File: src/rtl/bus_master_port_pkg.sv
// Shared types and default widths for the req/ack pin-bus master port.
package bus_master_port_pkg;

  localparam int unsigned DEF_ADDR_WIDTH = 16;
  localparam int unsigned DEF_DW         = 8;
  localparam int unsigned CYCLE_W        = 16;

  localparam logic RW_WRITE = 1'b1;
  localparam logic RW_READ  = 1'b0;

  typedef enum logic {
    IDLE = 1'b0,
    REQ  = 1'b1
  } state_e;

endpackage

File: src/rtl/bus_master_port_tmo.sv
// Wait counter for an outstanding bus request; flags expiry after TIMEOUT_CYCLES cycles in REQ.
module bus_master_port_tmo #(
  parameter int unsigned TIMEOUT_CYCLES = 255
) (
  input  logic clk,
  input  logic rst,
  input  logic clr_i,
  input  logic en_i,
  output logic expired_o
);

  localparam int unsigned CW = $clog2(TIMEOUT_CYCLES + 1);

  logic [CW-1:0] cnt_q;

  // Expiry is seen on the edge that would complete the TIMEOUT_CYCLES-th cycle of req.
  assign expired_o = en_i && (cnt_q == CW'(TIMEOUT_CYCLES - 1));

  always_ff @(posedge clk or negedge rst) begin
    if (!rst) begin
      cnt_q <= '0;
    end else if (clr_i) begin
      cnt_q <= '0;
    end else if (en_i && !expired_o) begin
      cnt_q <= cnt_q + CW'(1);
    end
  end

endmodule

File: src/rtl/bus_master_port.sv
// Single-outstanding master for the req/ack pin bus with a one-cycle response pulse.
// Optional request timeout enabled by defining BUS_TIMEOUT_EN.
module bus_master_port
  import bus_master_port_pkg::*;
#(
  parameter int unsigned ADDR_WIDTH     = DEF_ADDR_WIDTH,
  parameter int unsigned DW             = DEF_DW,
  parameter int unsigned TIMEOUT_CYCLES = 255
) (
  input  logic                  clk,
  input  logic                  rst,
  input  logic                  cmd_valid,
  output logic                  cmd_ready,
  input  logic                  cmd_rw,
  input  logic [ADDR_WIDTH-1:0] cmd_addr,
  input  logic [DW-1:0]         cmd_wdata,
  output logic [ADDR_WIDTH-1:0] address,
  output logic [DW-1:0]         wr_data,
  input  logic [DW-1:0]         rd_data,
  output logic                  rw,
  output logic                  req,
  input  logic                  ack,
  input  logic                  err,
  output logic                  rsp_valid,
  output logic [DW-1:0]         rsp_rdata,
  output logic                  rsp_err,
  output logic                  rsp_timeout,
  output logic [CYCLE_W-1:0]    cycle_count
);

  state_e                state_q;
  logic                  req_q;
  logic                  rw_q;
  logic [ADDR_WIDTH-1:0] address_q;
  logic [DW-1:0]         wr_data_q;
  logic                  rsp_valid_q;
  logic [DW-1:0]         rsp_rdata_q;
  logic                  rsp_err_q;
  logic                  rsp_timeout_q;
  logic [CYCLE_W-1:0]    cycle_count_q;

  logic                  tmo_c;
  logic                  done_c;

`ifdef BUS_TIMEOUT_EN
  bus_master_port_tmo #(
    .TIMEOUT_CYCLES(TIMEOUT_CYCLES)
  ) u_tmo (
    .clk       (clk),
    .rst       (rst),
    .clr_i     (state_q == IDLE),
    .en_i      (state_q == REQ),
    .expired_o (tmo_c)
  );
`else
  assign tmo_c = 1'b0;
`endif

  assign done_c    = ack || err || tmo_c;
  assign cmd_ready = (state_q == IDLE);

  // Transfer FSM with registered bus pins and response fields.
  always_ff @(posedge clk or negedge rst) begin
    if (!rst) begin
      state_q       <= IDLE;
      req_q         <= 1'b0;
      rw_q          <= RW_READ;
      address_q     <= '0;
      wr_data_q     <= '0;
      rsp_valid_q   <= 1'b0;
      rsp_rdata_q   <= '0;
      rsp_err_q     <= 1'b0;
      rsp_timeout_q <= 1'b0;
      cycle_count_q <= '0;
    end else begin
      cycle_count_q <= cycle_count_q + CYCLE_W'(1);
      rsp_valid_q   <= 1'b0;
      case (state_q)
        IDLE: begin
          if (cmd_valid) begin
            state_q   <= REQ;
            req_q     <= 1'b1;
            rw_q      <= cmd_rw ? RW_WRITE : RW_READ;
            address_q <= cmd_addr;
            wr_data_q <= cmd_wdata;
          end
        end
        REQ: begin
          if (done_c) begin
            state_q       <= IDLE;
            req_q         <= 1'b0;
            rsp_valid_q   <= 1'b1;
            // err beats ack; a slave reply on the expiry edge beats the timeout.
            rsp_err_q     <= err || !ack;
            rsp_timeout_q <= tmo_c && !ack && !err;
            rsp_rdata_q   <= (ack && !err && rw_q == RW_READ) ? rd_data : '0;
          end
        end
        default: begin
          state_q <= IDLE;
          req_q   <= 1'b0;
        end
      endcase
    end
  end

  assign req         = req_q;
  assign rw          = rw_q;
  assign address     = address_q;
  assign wr_data     = wr_data_q;
  assign rsp_valid   = rsp_valid_q;
  assign rsp_rdata   = rsp_rdata_q;
  assign rsp_err     = rsp_err_q;
  assign rsp_timeout = rsp_timeout_q;
  assign cycle_count = cycle_count_q;

endmodule

File: config.mk
export PLATFORM = sky130hd
export DESIGN_NAME = bus_master_port
export DESIGN_NICKNAME = d
export VERILOG_FILES = /design/src/rtl/bus_master_port_pkg.sv /design/src/rtl/bus_master_port_tmo.sv /design/src/rtl/bus_master_port.sv
export SDC_FILE = /design/constraint.sdc
export NUM_CORES = 1
export LEC_CHECK = 0
export CAP_MARGIN = 20
export CORE_MARGIN = 3
export CORE_UTILIZATION = 40
export CTS_BUF_LIST = sky130_fd_sc_hd__clkbuf_4
export CTS_CLUSTER_SIZE = 30
export DETAILED_ROUTE_END_ITERATION = 8
export HOLD_SLACK_MARGIN = 0.15
export PLACE_DENSITY = 0.76
export SETUP_SLACK_MARGIN = 0.4
export SYNTH_ARGS = -nofsm -noshare
export SYNTH_HDL_FRONTEND = slang
export SYNTH_HIERARCHICAL = 1
export SYNTH_SLANG_ARGS = --single-unit
File: constraint.sdc
create_clock -name clk -period 1.4 [get_ports clk]
set_input_delay 0.28 -clock clk [delete_from_list [all_inputs] [get_ports clk]]
set_output_delay 0.28 -clock clk [all_outputs]
set_load 0.01 [all_outputs]
* After elaboration in Yosys (flattened, before gate mapping)
Cells that the tools add are included.
** Word-level totals
- Input bits :: 38
- Flip-flop bits (word level) :: 53
- Output and inout bits :: 54
- Logic and storage cells :: 33
** Cells by class
- Eq/ne operators :: 2
- Reductions and logical operators :: 9
- Bitwise operators :: 2
- Multiplexer cells :: 10
- Add/sub/neg operators :: 1
** Operator list (count)
- adder 16 x 1 -> 16 bit (second input constant) :: 1
- 2-to-1 mux 8 bit :: 1
- 2-to-1 mux 1 bit :: 7
- AND reduction 2 bit :: 3
- one-hot mux 1 bit (2 select lines) :: 2
- logical AND 1 bit :: 2
- logical NOT 1 bit :: 2
- logical OR 1 bit :: 2
- inequality test 2 x 1 -> 1 bit (second input constant) :: 1
- inequality test 2 bit (second input constant) :: 1
- inverter 1 bit :: 2

* Depth between registers and ports, before layout
- Depth after elaboration :: 4
- Mapped depth :: 5
- Depth with buffers taken out :: 4

* Worst setup path after synthesis
No wires, ideal clock.
- Path kind :: register -> register
- Start :: register cycle_count_q[0], in the netlist cycle_count[0]
- End :: register cycle_count_q[12], in the netlist cycle_count[12]
- Data arrival time :: 1253 ps
- Cell stages (with the launch flop) :: 5
- Required time :: 1321 ps
- Path buffers :: 0
- Setup time :: 79 ps
- Clock period less this slack :: 1332 ps
- Setup slack :: 68 ps
- Cell sequence :: dfrtp_1 ha_1 nand4_1 nor4_1 xor2_1
** On the way
- Longest elaborated chain between the ends :: 1
** Ends and longest elaborated chain
- from (decl) :: RTL line bus_master_port.sv:40 : logic [CYCLE_W-1:0] cycle_count_q;
- from (signal assigned) :: RTL line bus_master_port.sv:76 : cycle_count_q <= cycle_count_q + CYCLE_W'(1);
- adder 16 x 1 -> 16 bit :: RTL line bus_master_port.sv:76
No other way between the ends.
A chain may end at the register's enable or synchronous reset.

* Worst setup path after layout
- Start :: register state_q
- End :: register wr_data_q[5], in the netlist wr_data[5]
** On the way
- Longest elaborated chain between the ends :: 2
** Ends and longest elaborated chain
- from (decl) :: RTL line bus_master_port.sv:31 : state_e state_q;
- from (signal assigned) :: RTL line bus_master_port.sv:65 : state_q <= IDLE;
- from (signal assigned) :: RTL line bus_master_port.sv:81 : state_q <= REQ;
- from (signal assigned) :: RTL line bus_master_port.sv:90 : state_q <= IDLE;
- inverter 1 bit (no line)
- AND reduction 2 bit (no line)
- to (signal assigned) :: RTL line bus_master_port.sv:85 : wr_data_q <= cmd_wdata;
- to (decl) :: RTL line bus_master_port.sv:35 : logic [DW-1:0] wr_data_q;
No other way between the ends.

==> run summary <==
The flow ran to the end, and the final reports show no timing, DRC or antenna violations. For the worst-skew pair, the clock arrives at the later sink with an insertion delay of 360 ps. Synthesis inferred 53 register bits. The number of fillers in the final layout was 309; the number of antenna violations at the first check in global routing was 0. The CTS H-tree depth was 2; the final net count was 349.

STA classifies the critical path endpoint as a flop. For the count of different cell masters after synthesis, the log shows 23. The post-route netlist has 59.2% of its cells at a drive strength greater than 1.

The fraction of registers with async set or reset after synthesis works out to 100%. The worst setup path is launched from a flop. The tools report the number of max-slew violations in the final report as 0. The signal on the critical path passes through buf_6 -> nor2b_4 -> buf_12 -> clkbuf_16 -> mux2_4. TritonCTS built the clock tree. Kind of critical path: flop to flop.

The total grt overflow is 0, and the synthesized instance count is 145. Minimum clock period after layout: 1380 ps. The vertical die dimension is 78.0 um. The power density of the placed cells is 1190 nW/um^2, and the horizontal die dimension is 78.0 um. The number of sinks on the clock net is 53.

The total area inside the core boundary comes to 4880 sq um. The final antenna-violating net count is 0, and the largest vdd supply drop is 0.692 mV. The overall die area is 6090 sq um. On the worst path, the slowest cell contributes a delay of 450 ps. The most common cell in the netlist is sky130_fd_sc_hd__dfrtp_1. After detailed routing, the average wire length per cell comes to 16.3 um.

Library cell with the largest summed area after synthesis: sky130_fd_sc_hd__dfrtp_1. The first global-routing pass estimated 9050 um of wire. The tightest min-delay check is of the input pin to async pin type. Measured on the finished design, the core utilization comes to 79.8%.

For this run, the detailed router's first-pass iteration total came to 4. The routed design has 6170 um of wire. By area the synthesized netlist is led by sky130_fd_sc_hd__dfrtp_1 (64%), sky130_fd_sc_hd__mux2_2 (14%), sky130_fd_sc_hd__a22o_1 (3.8%).

The run gives 54 as the largest net degree at the start of global routing. The tools report the synthesis warning total as 6. The final setup violation count was 0; the max-capacitance violation count was 0.

Setup repair after global routing could not meet its margin everywhere. Of all nets on the critical path, the largest fanout is 5. The achievable clock frequency came out at 0.722 GHz. The number of enable flip-flop cells after synthesis works out to 0. The via count of the first global-routing pass came out at 1786. The sequential cell area is 1330 sq um. For the arrival time at the worst endpoint, the log shows 1640 ps.

For this configuration, the core starts out at a cell density of 42.5%. Global routing consumed, over all layers together, 18.9% of the routing resources. The area occupied by multi-input gates was 985 sq um; the count of port buffers added during placement was 90. Routability-driven placement finished with a final weighted congestion of 0.723. In this run the static leakage power is 2.05 nW. In this run the deepest clock path goes through 2 buffers.

The hold violation total from the final report is 0. When the netlist entered floorplanning its net count stood at 184. Detailed placement ended at an HPWL of 3590 um. Sequential elements use 63.9% of the synthesized area. The run gives 92 as the top-level port count. Area fraction of the dominant cell type after synthesis: 63.9%. After clock tree synthesis, the clock-pin slew on the worst setup and hold paths is 150 ps. For this run, the leading register cell type out of synthesis is sky130_fd_sc_hd__dfrtp_1. The average instance area after synthesis works out to 14.3 sq um. The tools report the remaining design rule violation count as 0. The number of clock buffers added by TritonCTS is 5. The tools report the clock tree root driver cell as sky130_fd_sc_hd__clkbuf_4.

For this block, the via count after detailed routing is 1758. STA puts the critical path data required time at 1660 ps. After detailed routing, the number of vias per cell comes to 4.65. The relative area change from synthesis to final layout is 87.7%. The antenna cell count is 0. Summed over all failing endpoints, the final setup total negative slack is 0 ps. In this run the core area contains 25 standard-cell rows. By count the netlist is led by sky130_fd_sc_hd__dfrtp_1 (53), sky130_fd_sc_hd__mux2_2 (25), sky130_fd_sc_hd__a22o_1 (9), sky130_fd_sc_hd__xor2_1 (9), sky130_fd_sc_hd__nor2_1 (7). After the first detailed-routing iteration, the DRC count stood at 36.

The tools report the post-synthesis instance area as 2070 sq um. Library cell contributing the largest single delay on the critical path: sky130_fd_sc_hd__dfrtp_2. Across the routed clock network, the largest skew measured is 16.3 ps.

The part of the cycle the worst path needs was 98.9%.
layout by cell type, fill, tap and decap left out, types with 5 or more instances in the layout:
master                            instances
sky130_fd_sc_hd__buf_4                   48
sky130_fd_sc_hd__dfrtp_1                 49
sky130_fd_sc_hd__clkdlybuf4s50_1         36
sky130_fd_sc_hd__inv_1                    6
sky130_fd_sc_hd__a22o_1                   9
sky130_fd_sc_hd__clkbuf_4                 6
sky130_fd_sc_hd__mux2_4                  25
sky130_fd_sc_hd__buf_2                   39
sky130_fd_sc_hd__nor3_4                   5
sky130_fd_sc_hd__xor2_1                   9
sky130_fd_sc_hd__buf_6                   32
cell families after synthesis:
| logic type | count (synthesis) | share of synthesized area, % |
|---|---|---|
| other | 1 | 0.181 |
| AO/OA/AOI/OAI | 10 | 4.22 |
| multiplexers | 25 | 13.6 |
| adder cells (fa/ha/maj) | 1 | 0.603 |
| XOR/XNOR | 14 | 5.91 |
| buffers and inverters | 10 | 2.77 |
| flip-flops | 53 | 63.9 |
| AND/OR/NAND/NOR | 31 | 8.81 |
what timing repair did:
action / 4_1_cts / 5_1_grt
endpoints found under the hold margin: 53 / 0
buffers inserted: 30 / 23
setup endpoints to repair: 102 / 103
gates resized for setup: 245 / 32
cloned: 0 / 3
hold buffers: 1 / 0
pin swaps: 11 / 10
layout make-up:
cell class	count	share of cell area, %
Sequential cell	53	34.2
Clock buffer	6	1.16
Inverter	6	0.578
Tap cell	67	2.15
Timing Repair Buffer	162	36.4
Multi-Input combinational cell	82	25.3
Clock inverter	2	0.257
registers in the layout (all words and copies together), names as in the netlist:
signal and count:
rsp_valid 1, state_q 1, cycle_count 16, rsp_rdata 8, req 1, rw 1, address 16, rsp_err 1
wr_data 8
critical path: cells and delay by family (launching register included):
kind,cells,cell delay (ps)
buffers and inverters,3,420
and+or+nand+nor,1,120
muxes,1,290
DFF,1,450
path summary, 6_finish.rpt:
| path | to | cells past startpoint | slack, ps | start |
|---|---|---|---|---|
| setup / recovery | wr_data[5] | 5 | 20 | state_q |
| hold / removal | address[14] | 3 | 420 | rst |
| setup reg to reg | wr_data[5] | 5 | 20 | state_q |
| hold reg to reg | wr_data[6] | 1 | 530 | wr_data[6] |
| max in group asynchronous | cycle_count[2] | 3 | 720 | rst |
| min in group clk | wr_data[1] | 2 | 520 | cmd_wdata[1] |
through the flow:
stage          hold WS, ps  worst slack, ps  cell area (sq um)  cells  power (mW)
2_1_floorplan        -15.6              118               2210    145        2.73
3_3_place_gp           295             -189               3290    313        3.63
3_5_place_dp           298             -198               3290    313        3.66
4_1_cts                430             30.0               3490    352        4.25
5_1_grt                438            -7.25               3890    378        4.87
6_report               422             15.4               3890    378        4.64
where the power goes:
group	switching (mW)	internal [mW]
clock network	0.451	0.212
logic	0.693	1.26
registers	0.188	1.84
routing by layer:
metal	vias to the layer above	part of all wire [%]	GRT usage (%)
met5	-	0	0
met3	5	4.5	4.82
met1	868	40	23.5
met2	50	55	33.6
met4	0	0.66	3.15
li1	835	-	-
Note: power is estimated with default switching activity, not from simulation.
